`src/rtl/io_pkg.sv`:
```
`default_nettype none
// ============================================================================
// Module   : io_pkg
// Brief    : Shared widths, FSM state type and defaults for io_interconnect.
// Revision : 1.0 - initial release
// ============================================================================
package io_pkg;

    localparam int c_addr_w  = 32;
    localparam int c_data_w  = 32;
    localparam int c_waddr_w = 30;
    localparam int c_strb_w  = 4;
    localparam int c_count_w = 16;

    localparam logic [31:0] c_unmapped_data_default = 32'h0000_0000;

    typedef enum logic [1:0] {
        ST_IDLE = 2'd0,
        ST_REQ  = 2'd1,
        ST_RESP = 2'd2,
        ST_ACK  = 2'd3
    } io_state_t;

endpackage
`default_nettype wire

```
`src/rtl/io_addr_decode.sv`:
```
`default_nettype none
// ============================================================================
// Module   : io_addr_decode
// Brief    : Combinational window match; lowest-index matching slave wins.
// Revision : 1.0 - initial release
// ============================================================================
module io_addr_decode
    import io_pkg::*;
#(
    parameter int              N     = 4,
    parameter logic [N*32-1:0] BASES = '0,
    parameter logic [N*32-1:0] MASKS = '0
) (
    input  logic [c_addr_w-1:0] i_addr,
    output logic [N-1:0]        hit,
    output logic                miss
);

    logic [N-1:0] w_match;

    for (genvar gi = 0; gi < N; gi++) begin : g_match
        assign w_match[gi] = ((i_addr & MASKS[32*gi +: 32]) == BASES[32*gi +: 32]);
    end

    // Scan from the top down so the lowest matching index is the one left standing.
    always_comb begin
        hit = '0;
        for (int i = N - 1; i >= 0; i--) begin
            if (w_match[i]) begin
                hit    = '0;
                hit[i] = 1'b1;
            end
        end
    end

    assign miss = ~(|w_match);

endmodule
`default_nettype wire

```
`src/rtl/io_interconnect.sv`:
```
`default_nettype none
// ============================================================================
// Module   : io_interconnect
// Brief    : CPU IO bus to N avalid/aready/bvalid slaves, one transaction in
//            flight, unmapped-access reply and sticky error record.
//            Define IO_INTERCONNECT_TIMEOUT_EN to force-complete hung slaves.
// Revision : 1.0 - initial release
// ============================================================================
module io_interconnect
    import io_pkg::*;
#(
    parameter int              N             = 4,
    parameter logic [N*32-1:0] BASES         = '0,
    parameter logic [N*32-1:0] MASKS         = '0,
    parameter int              TIMEOUT       = 255,
    parameter logic [31:0]     UNMAPPED_DATA = c_unmapped_data_default
) (
    input  logic                 clk,
    input  logic                 rst_n,
    input  logic                 m_addr_strobe,
    input  logic                 m_read_strobe,
    input  logic                 m_write_strobe,
    input  logic [c_addr_w-1:0]  m_addr,
    input  logic [c_strb_w-1:0]  m_byte_enable,
    input  logic [c_data_w-1:0]  m_write_data,
    output logic [c_data_w-1:0]  m_read_data,
    output logic                 m_ready,
    output logic [N-1:0]         s_avalid,
    input  logic [N-1:0]         s_aready,
    output logic                 s_awe,
    output logic [c_waddr_w-1:0] s_aaddr,
    output logic [c_data_w-1:0]  s_adata,
    output logic [c_strb_w-1:0]  s_astrb,
    input  logic [N-1:0]         s_bvalid,
    input  logic [N*32-1:0]      s_bdata,
    output logic                 err,
    output logic [c_addr_w-1:0]  err_addr,
    input  logic                 err_clear
);

    io_state_t            r_state;
    io_state_t            w_state_nxt;
    logic [N-1:0]         r_sel;
    logic [c_addr_w-1:0]  r_addr;
    logic [c_data_w-1:0]  r_wdata;
    logic [c_strb_w-1:0]  r_strb;
    logic                 r_awe;
    logic [c_data_w-1:0]  r_rdata;
    logic                 r_err;
    logic [c_addr_w-1:0]  r_err_addr;

    logic [N-1:0]         w_hit;
    logic                 w_miss;
    logic                 w_start;
    logic                 w_aready;
    logic                 w_bvalid;
    logic [c_data_w-1:0]  w_bdata;
    logic                 w_load;
    logic                 w_rdata_we;
    logic [c_data_w-1:0]  w_rdata_nxt;
    logic                 w_err_set;
    logic [c_addr_w-1:0]  w_err_addr_nxt;
    logic                 w_timeout;

    io_addr_decode #(
        .N     (N),
        .BASES (BASES),
        .MASKS (MASKS)
    ) u_addr_decode (
        .i_addr (m_addr),
        .hit    (w_hit),
        .miss   (w_miss)
    );

    assign w_start  = m_addr_strobe & (m_read_strobe | m_write_strobe);
    assign w_aready = |(s_aready & r_sel);
    assign w_bvalid = |(s_bvalid & r_sel);

    always_comb begin
        w_bdata = '0;
        for (int i = 0; i < N; i++) begin
            if (r_sel[i]) begin
                w_bdata = w_bdata | s_bdata[32*i +: 32];
            end
        end
    end

`ifdef IO_INTERCONNECT_TIMEOUT_EN
    localparam logic [c_count_w-1:0] c_timeout = c_count_w'(TIMEOUT);

    logic [c_count_w-1:0] r_count;
    logic [c_count_w-1:0] w_count_inc;
    logic                 w_busy;

    assign w_busy      = (r_state == ST_REQ) || (r_state == ST_RESP);
    assign w_count_inc = r_count + 1'b1;
    // >= rather than == so a limit crossed while moving REQ->RESP still fires.
    assign w_timeout   = w_busy && (w_count_inc >= c_timeout);

    always_ff @(posedge clk or negedge rst_n) begin
        if (!rst_n) begin
            r_count <= '0;
        end else if (w_load) begin
            r_count <= '0;
        end else if (w_busy) begin
            r_count <= w_count_inc;
        end
    end
`else
    assign w_timeout = 1'b0;
`endif

    always_ff @(posedge clk or negedge rst_n) begin
        if (!rst_n) begin
            r_state <= ST_IDLE;
        end else begin
            r_state <= w_state_nxt;
        end
    end

    always_comb begin
        w_state_nxt    = r_state;
        w_load         = 1'b0;
        w_rdata_we     = 1'b0;
        w_rdata_nxt    = w_bdata;
        w_err_set      = 1'b0;
        w_err_addr_nxt = m_addr;
        case (r_state)
            ST_IDLE: begin
                if (w_start) begin
                    w_load = 1'b1;
                    if (w_miss) begin
                        w_state_nxt = ST_ACK;
                        w_rdata_we  = 1'b1;
                        w_rdata_nxt = UNMAPPED_DATA;
                        w_err_set   = 1'b1;
                    end else begin
                        w_state_nxt = ST_REQ;
                    end
                end
            end
            ST_REQ: begin
                if (w_aready && w_bvalid) begin
                    w_state_nxt = ST_ACK;
                    w_rdata_we  = 1'b1;
                end else if (w_timeout) begin
                    w_state_nxt    = ST_ACK;
                    w_rdata_we     = 1'b1;
                    w_rdata_nxt    = UNMAPPED_DATA;
                    w_err_set      = 1'b1;
                    w_err_addr_nxt = r_addr;
                end else if (w_aready) begin
                    w_state_nxt = ST_RESP;
                end
            end
            ST_RESP: begin
                if (w_bvalid) begin
                    w_state_nxt = ST_ACK;
                    w_rdata_we  = 1'b1;
                end else if (w_timeout) begin
                    w_state_nxt    = ST_ACK;
                    w_rdata_we     = 1'b1;
                    w_rdata_nxt    = UNMAPPED_DATA;
                    w_err_set      = 1'b1;
                    w_err_addr_nxt = r_addr;
                end
            end
            ST_ACK: begin
                w_state_nxt = ST_IDLE;
            end
            default: begin
                w_state_nxt = ST_IDLE;
            end
        endcase
        // A start while busy is dropped; a same-cycle timeout keeps logging priority.
        if (w_start && (r_state != ST_IDLE) && !w_err_set) begin
            w_err_set      = 1'b1;
            w_err_addr_nxt = m_addr;
        end
    end

    always_ff @(posedge clk or negedge rst_n) begin
        if (!rst_n) begin
            r_sel   <= '0;
            r_addr  <= '0;
            r_wdata <= '0;
            r_strb  <= '0;
            r_awe   <= 1'b0;
        end else if (w_load) begin
            r_sel   <= w_hit;
            r_addr  <= m_addr;
            r_wdata <= m_write_data;
            r_strb  <= m_byte_enable;
            r_awe   <= m_write_strobe;
        end
    end

    always_ff @(posedge clk or negedge rst_n) begin
        if (!rst_n) begin
            r_rdata <= '0;
        end else if (w_rdata_we) begin
            r_rdata <= w_rdata_nxt;
        end
    end

    // A clear coinciding with a new error restarts the record at the new address.
    always_ff @(posedge clk or negedge rst_n) begin
        if (!rst_n) begin
            r_err      <= 1'b0;
            r_err_addr <= '0;
        end else if (w_err_set) begin
            r_err <= 1'b1;
            if (!r_err || err_clear) begin
                r_err_addr <= w_err_addr_nxt;
            end
        end else if (err_clear) begin
            r_err <= 1'b0;
        end
    end

    assign s_avalid    = (r_state == ST_REQ) ? r_sel : '0;
    assign s_awe       = r_awe;
    assign s_aaddr     = r_addr[c_addr_w-1:2];
    assign s_adata     = r_wdata;
    assign s_astrb     = r_strb;
    assign m_ready     = (r_state == ST_ACK);
    assign m_read_data = r_rdata;
    assign err         = r_err;
    assign err_addr    = r_err_addr;

endmodule
`default_nettype wire

```
`config.mk`:
```
export PLATFORM = sky130hd
export DESIGN_NAME = io_interconnect
export DESIGN_NICKNAME = d
export VERILOG_FILES = /design/src/rtl/io_pkg.sv /design/src/rtl/io_addr_decode.sv /design/src/rtl/io_interconnect.sv
export SDC_FILE = /design/constraint.sdc
export NUM_CORES = 1
export LEC_CHECK = 0
export ABC_AREA = 1
export BUFFER_PORTS_ARGS = -buffer_cell sky130_fd_sc_hd__buf_2
export CAP_MARGIN = 30
export CELL_PAD_IN_SITES_DETAIL_PLACEMENT = 2
export CELL_PAD_IN_SITES_GLOBAL_PLACEMENT = 2
export CORE_MARGIN = 4
export CORE_UTILIZATION = 23
export DETAILED_ROUTE_END_ITERATION = 7
export PLACE_DENSITY_LB_ADDON = 0.1
export SLEW_MARGIN = 10
export SYNTH_ARGS = -nofsm -noshare
export SYNTH_HDL_FRONTEND = slang
export SYNTH_SLANG_ARGS = --single-unit
export TNS_END_PERCENT = 20
```
`constraint.sdc`:
```
create_clock -name clk -period 2 [get_ports clk]
set_clock_uncertainty 0.05 [all_clocks]
set_input_delay 0.4 -clock clk [delete_from_list [all_inputs] [get_ports clk]]
set_output_delay 0.4 -clock clk [all_outputs]
set_load 0.02 [all_outputs]
```
; Yosys cells after proc, flatten, opt, wreduce, memory -nomap -nowiden
; Index checks and enable logic that the tools add are counted.
[op_classes]
eq_ne = 6
mux = 15
n_bitwise = 4
n_reduce_logical = 11
[op_table]
columns = op, count
row1 = 2-to-1 mux 32 bit, 1
row2 = bitwise AND 4 x 1 -> 4 bit, 2
row3 = 2-to-1 mux 1 bit, 8
row4 = 2-to-1 mux 2 bit, 4
row5 = one-hot mux 2 bit (4 select lines), 1
row6 = OR reduction 4 bit, 2
row7 = == test 2 bit (second input constant), 2
row8 = != test 2 bit (second input constant), 2
row9 = nonzero test 2 bit, 2
row10 = != test 3 bit (second input constant), 1
row11 = AND reduction 3 bit, 1
row12 = == test 2 x 1 -> 1 bit (second input constant), 1
row13 = logical AND 1 bit, 2
row14 = logical NOT 2 bit, 1
row15 = one-hot mux 1 bit (2 select lines), 1
row16 = AND reduction 2 bit, 1
row17 = bitwise AND 1 bit, 1
row18 = logical NOT 1 bit, 1
row19 = logical OR 1 bit, 1
row20 = OR 1 bit, 1
[totals]
ff_bits = 137
inputBits = 210
out_inout_bits = 137

; Logic depth before layout (Yosys ltp)
[depth]
depth_word = 5
mapped_depth = 8

; By module
; A second synthesis with hierarchy kept.
[unflattened]
cells_unflattened = 891
area_unflattened_um2 = 6924.1
[modules_own_cells]
columns = mod, instances, cells_each, area_each_um2
row1 = io_interconnect, 1, 884, 6879.1
row2 = io_addr_decode, 1, 7, 45.0

; Worst setup path after synthesis
; OpenSTA, ideal clock, no wires.
[synth_path]
path_kind = register to register
startpoint = reg r_state[0]
endpoint = reg r_err_addr[0] (netlist: err_addr[0])
arrival_ps = 1403
required_time_ps = 1833
slack_ps = 430
stages_incl_launch_ff = 9
synth_period_minus_slack_ps = 1570
cell_sequence = dfrtp_1 -> inv_1 -> ha_1 -> buf_2 -> nor2_2 -> nand2_1 -> buf_2 -> nand2_1 -> nand2_1
[synth_between]
elab_chain_cells = 4
[synth_rtl]
columns = element, line_no
row1 = from (decl), io_interconnect.sv:41  ; io_state_t r_state;
row2 = from (signal assigned), io_interconnect.sv:117  ; r_state <= w_state_nxt;
row3 = nonzero test 2 bit, io_interconnect.sv:176  ; if (w_start && (r_state != ST_IDLE) && !w_err_set) begin
row4 = logical AND 1 bit, io_interconnect.sv:176
row5 = 2-to-1 mux 1 bit, io_interconnect.sv:176
row6 = AND reduction 2 bit (no line), --
row7 = to (signal assigned), io_interconnect.sv:214  ; r_err_addr <= w_err_addr_nxt;
row8 = to (decl), io_interconnect.sv:50  ; logic [c_addr_w-1:0] r_err_addr;
; No other way between the ends.
; A chain may end at the register's enable or synchronous reset.

; Final worst setup path
[layout_path]
startpoint = reg r_state[1]
endpoint = out s_avalid[0]
[layout_between]
elab_chain_cells = 2
[layout_rtl]
columns = element, line_no
row1 = == test 2 x 1 -> 1 bit, io_interconnect.sv:221  ; assign s_avalid = (r_state == ST_REQ) ? r_sel : '0;
row2 = 2-to-1 mux 1 bit, io_interconnect.sv:221
row3 = to (decl), io_interconnect.sv:28  ; output logic [N-1:0] s_avalid,
; No other way between the ends.

==> results by stage <==
Final layout:
- The number of diodes is 0.
- Measured on the finished design, the core utilization comes to 0.325.
- The proportion of layout cells with a drive suffix above 1 is 0.339.
- Leaving out fill and tap cells, the most frequent cells in the layout are sky130_fd_sc_hd__nand2_1, sky130_fd_sc_hd__buf_2, sky130_fd_sc_hd__dfrtp_1.
- The total of fill cells in the finished design is 2865.
- The final cell count without fillers is 1227.
- The area added between synthesis and finish is 38.0%.
- The most common library cell in the layout ignoring fill and taps is sky130_fd_sc_hd__nand2_1.
- At the end of the flow, the number of nets in the layout was 1107.
- With fillers left out, the area of the finished cells amounts to 7970 um2.

Power and ir drop:
- The total leakage power is 4.56 nW.
- VDD sags by at most 544 uV.
- The power per unit of standard cell area is 1770 nW/um2.

Detailed routing:
- The residual DRC count is 0.
- The via count of the routed design is 5369.
- The detailed router's first-iteration violation count is 169.
- The total wire length is 21.6 mm.
- The count of nets left with antenna violations once routing finished came out at 0.
- In the final routed layout, each cell accounts on average for 17.6 um.
- The first-pass detailed-route iteration total is 4.
- Dividing the detail-routed via count by the number of cells gives 4.38.

Placed design:
- The congestion estimate from routability-driven global placement came to 0.725.
- The placed instance count is 1195.
- The area after detailed placement is 7350 um2.
- The count of input and output buffers is 241.
- The detailed-placement wirelength estimate is 15.4 mm.

Timing:
- Based on the critical path, the design can be clocked at up to 530 MHz.
- Setup repair after global routing left no endpoint under its margin.
- At the pin with the least slew margin, the transition time is 0.511 ns.
- The final-report max-slew violation count is 0.
- The count of endpoints failing setup in the final report is 0.
- The number of hold-slack violations in the final timing report was 0.
- The shortest period the worst path allows is 1.89 ns.
- The minimum hold slack is 0.160 ns.
- The post-route clock period utilization is 0.944.
- The worst slew slack as a fraction of its limit is 0.659.
- In the final timing run, aggregate negative setup slack is 0 ns.

Global routing:
- The first-pass GRT wire length is 34.6 mm.
- The met2 usage in global routing is 0.273.
- The met1 demand-to-capacity share in global routing is 0.189.
- The pin count of the biggest net entering global routing is 46.
- The layer with the highest usage after global routing is met2.
- The number of global-route vias before repair is 6080.
- The initial antenna violation count is 2.
- The total global routing overflow is 0.
- The global-route met3 utilization is 0.0481.
- In the global route stage, overall resource usage came out at 0.156.

Run:
- The max-cap violation count is 0.

Yosys:
- Synthesis inferred 135 register bits.
- The post-synth design cell area is 5770 um2.
- The fraction of synthesized area in multiplexers is 0.
- The synthesized-area fraction occupied by xor and xnor cells is 0.
- The adder-cell area share of the yosys netlist is 0.0130.
- Yosys printed 0 warnings.
- Of the total synthesized cell area, the portion taken by AND, OR, NAND and NOR gates is 0.340.
- Synthesis produced a netlist whose cell count is 653.
- The post-synthesis compound-gate area fraction is 0.00607.
- The combinational family with the most area after synthesis is simple AND/OR/NAND/NOR gates.
- The distinct cell type count of the synthesized netlist is 21.
- The average cell area after synthesis is 8.84 um2.
- The share of the Yosys chip area taken by registers is 0.585.

Worst setup path:
- The type of the setup path with the least slack is reg2out.
- The worst register-to-register path has a depth of 7.
- The worst-path maximum fanout is 5.
- Across all register-to-register paths, the minimum setup slack is 0.26 ns.
- At the worst endpoint, the arrival time is 1.44 ns.
- For the worst setup path, the data required time is 1.55 ns.
- The source of the worst register-to-register timing path is r_state[0].
- The startpoint type of the worst setup path is a flop.
- The critical path endpoint category is an output pin.
- The end of the worst register-to-register path is r_state[0].

Hold path:
- The hold-critical path depth is 3.
- The class of the most critical hold timing path is in2reg.
- In this run the most critical hold path is launched from m_write_data[19].
- For hold timing, the worst endpoint is s_adata[19].

Clock network:
- TritonCTS built the clock tree.
- In this run the number of H-tree levels came out at 4.
- In this run, CTS created clock tree buffers numbering 17.
- The maximum count of clock buffers along a single path is 2.
- The clock drives 135 sinks.
- Once the clock tree was built, the setup fixing pass inserted 0 buffers.
- The buffer cell driving the clock tree root is sky130_fd_sc_hd__clkbuf_16.
- Clock latency on the worst-skew pair, taken at its later pin, is 0.41 ns.
- After clock tree synthesis, the clock-pin slew on the worst setup and hold paths is 0.06 ns.

Die:
- In this run the standard cell core region covers 24500 um2.
- The floorplan step defined a die boundary enclosing 27700 um2.
- The floorplan step set the die width to 166 um.
- The number of ports placed on the die boundary is 347.
- The height of the die is 166 um.
- The initialized floorplan defines 57 standard-cell rows.
- For this configuration, the core starts out at a cell density of 0.235.

Outcome:
- The run finished with clean final reports.
metal layers:
metal | share of wire | vias up
li1 | - | 2545
met1 | 0.42 | 2653
met2 | 0.51 | 149
met3 | 0.064 | 18
met4 | 0.0092 | 4
met5 | 0.00097 | -
cells in the mapped netlist:
library cell | n | area, um2
sky130_fd_sc_hd__a21oi_1 | 1 | 5.00
sky130_fd_sc_hd__buf_1 | 5 | 18.8
sky130_fd_sc_hd__buf_2 | 16 | 80.1
sky130_fd_sc_hd__buf_4 | 4 | 30.0
sky130_fd_sc_hd__buf_6 | 10 | 113
sky130_fd_sc_hd__clkbuf_1 | 13 | 48.8
sky130_fd_sc_hd__conb_1 | 1 | 3.75
sky130_fd_sc_hd__dfrtp_1 | 135 | 3380
sky130_fd_sc_hd__ha_1 | 6 | 75.1
sky130_fd_sc_hd__inv_1 | 7 | 26.3
sky130_fd_sc_hd__inv_2 | 1 | 3.75
sky130_fd_sc_hd__nand2_1 | 312 | 1170
sky130_fd_sc_hd__nand2_2 | 1 | 6.26
sky130_fd_sc_hd__nand2_4 | 2 | 22.5
sky130_fd_sc_hd__nand3_1 | 102 | 510
sky130_fd_sc_hd__nand3b_1 | 32 | 240
sky130_fd_sc_hd__nor2_1 | 1 | 3.75
sky130_fd_sc_hd__nor2_2 | 1 | 6.26
sky130_fd_sc_hd__o21ai_0 | 1 | 5.00
sky130_fd_sc_hd__o21ai_2 | 1 | 8.76
sky130_fd_sc_hd__o21ai_4 | 1 | 16.3
critical path, stage by stage, from the launching register on:
cell	delay [ns]
sky130_fd_sc_hd__dfrtp_2	0.44
sky130_fd_sc_hd__inv_2	0.09
sky130_fd_sc_hd__ha_1	0.19
sky130_fd_sc_hd__nand2_1	0.06
sky130_fd_sc_hd__inv_1	0.07
sky130_fd_sc_hd__buf_2	0.16
power by group:
group          leakage, nW  switching (mW)  total [mW]  internal, mW
Combinational         2.59            4.26        6.11          1.85
Clock                0.289            1.29        3.29          2.00
Sequential            1.68           0.702        4.69          3.99
Total                 4.56            6.25        14.1          7.85
final cells by class:
class | count | area, um2 | area share
multi-input combinational | 464 | 2080 | 0.262
timing repair buffer | 265 | 1460 | 0.183
tap | 324 | 405 | 0.0509
clock buffer | 18 | 439 | 0.0551
sequential | 135 | 3380 | 0.424
inverter | 8 | 30.0 | 0.00377
clock inverter | 13 | 170 | 0.0214
state kept, by name (all words and copies together) (netlist names):
signal	cells
s_adata	32
s_astrb	4
r_sel	1
err_addr	32
r_state	2
err	1
s_awe	1
m_read_data	32
r_addr	30
what timing repair did:
| item | in CTS | in global routing |
|---|---|---|
| hold buffers | 1 | 0 |
| gates resized for setup | 0 | 3 |
| setup endpoints to repair | 0 | 1 |
| hold endpoints to repair | 34 | 0 |
worst max-delay path by stage:
stage	start	slack, ns	cells past startpoint	endpoint
2_1_floorplan	r_state[0]	0.43	8	err_addr[0]
3_3_place_gp	r_state[0]	0.27	7	r_state[0]
3_5_place_dp	r_state[1]	0.17	7	m_read_data[27]
4_1_cts	r_state[1]	0.002	5	s_avalid[0]
6_report	r_state[1]	0.11	5	s_avalid[0]
5_1_grt	r_state[1]	0.001	5	s_avalid[0]
cell families (layout without fill, tap and decap cells):
logic type	Yosys count	in the layout
flip-flops	135	135
other	1	3
buffers and inverters	56	304
AO/OA/AOI/OAI	4	4
adder cells (fa/ha/maj)	6	6
AND/OR/NAND/NOR	451	451
metrics by stage:
stage,worst slack (ns),total power [mW]
finish,0.112,14.1
global placement,0.272,10.8
detailed placement,0.169,11.0
CTS,0.00186,14.4
global route,0.00110,15.2
floorplan,0.430,8.42
No activity file was read; power rests on OpenSTA's default activity.
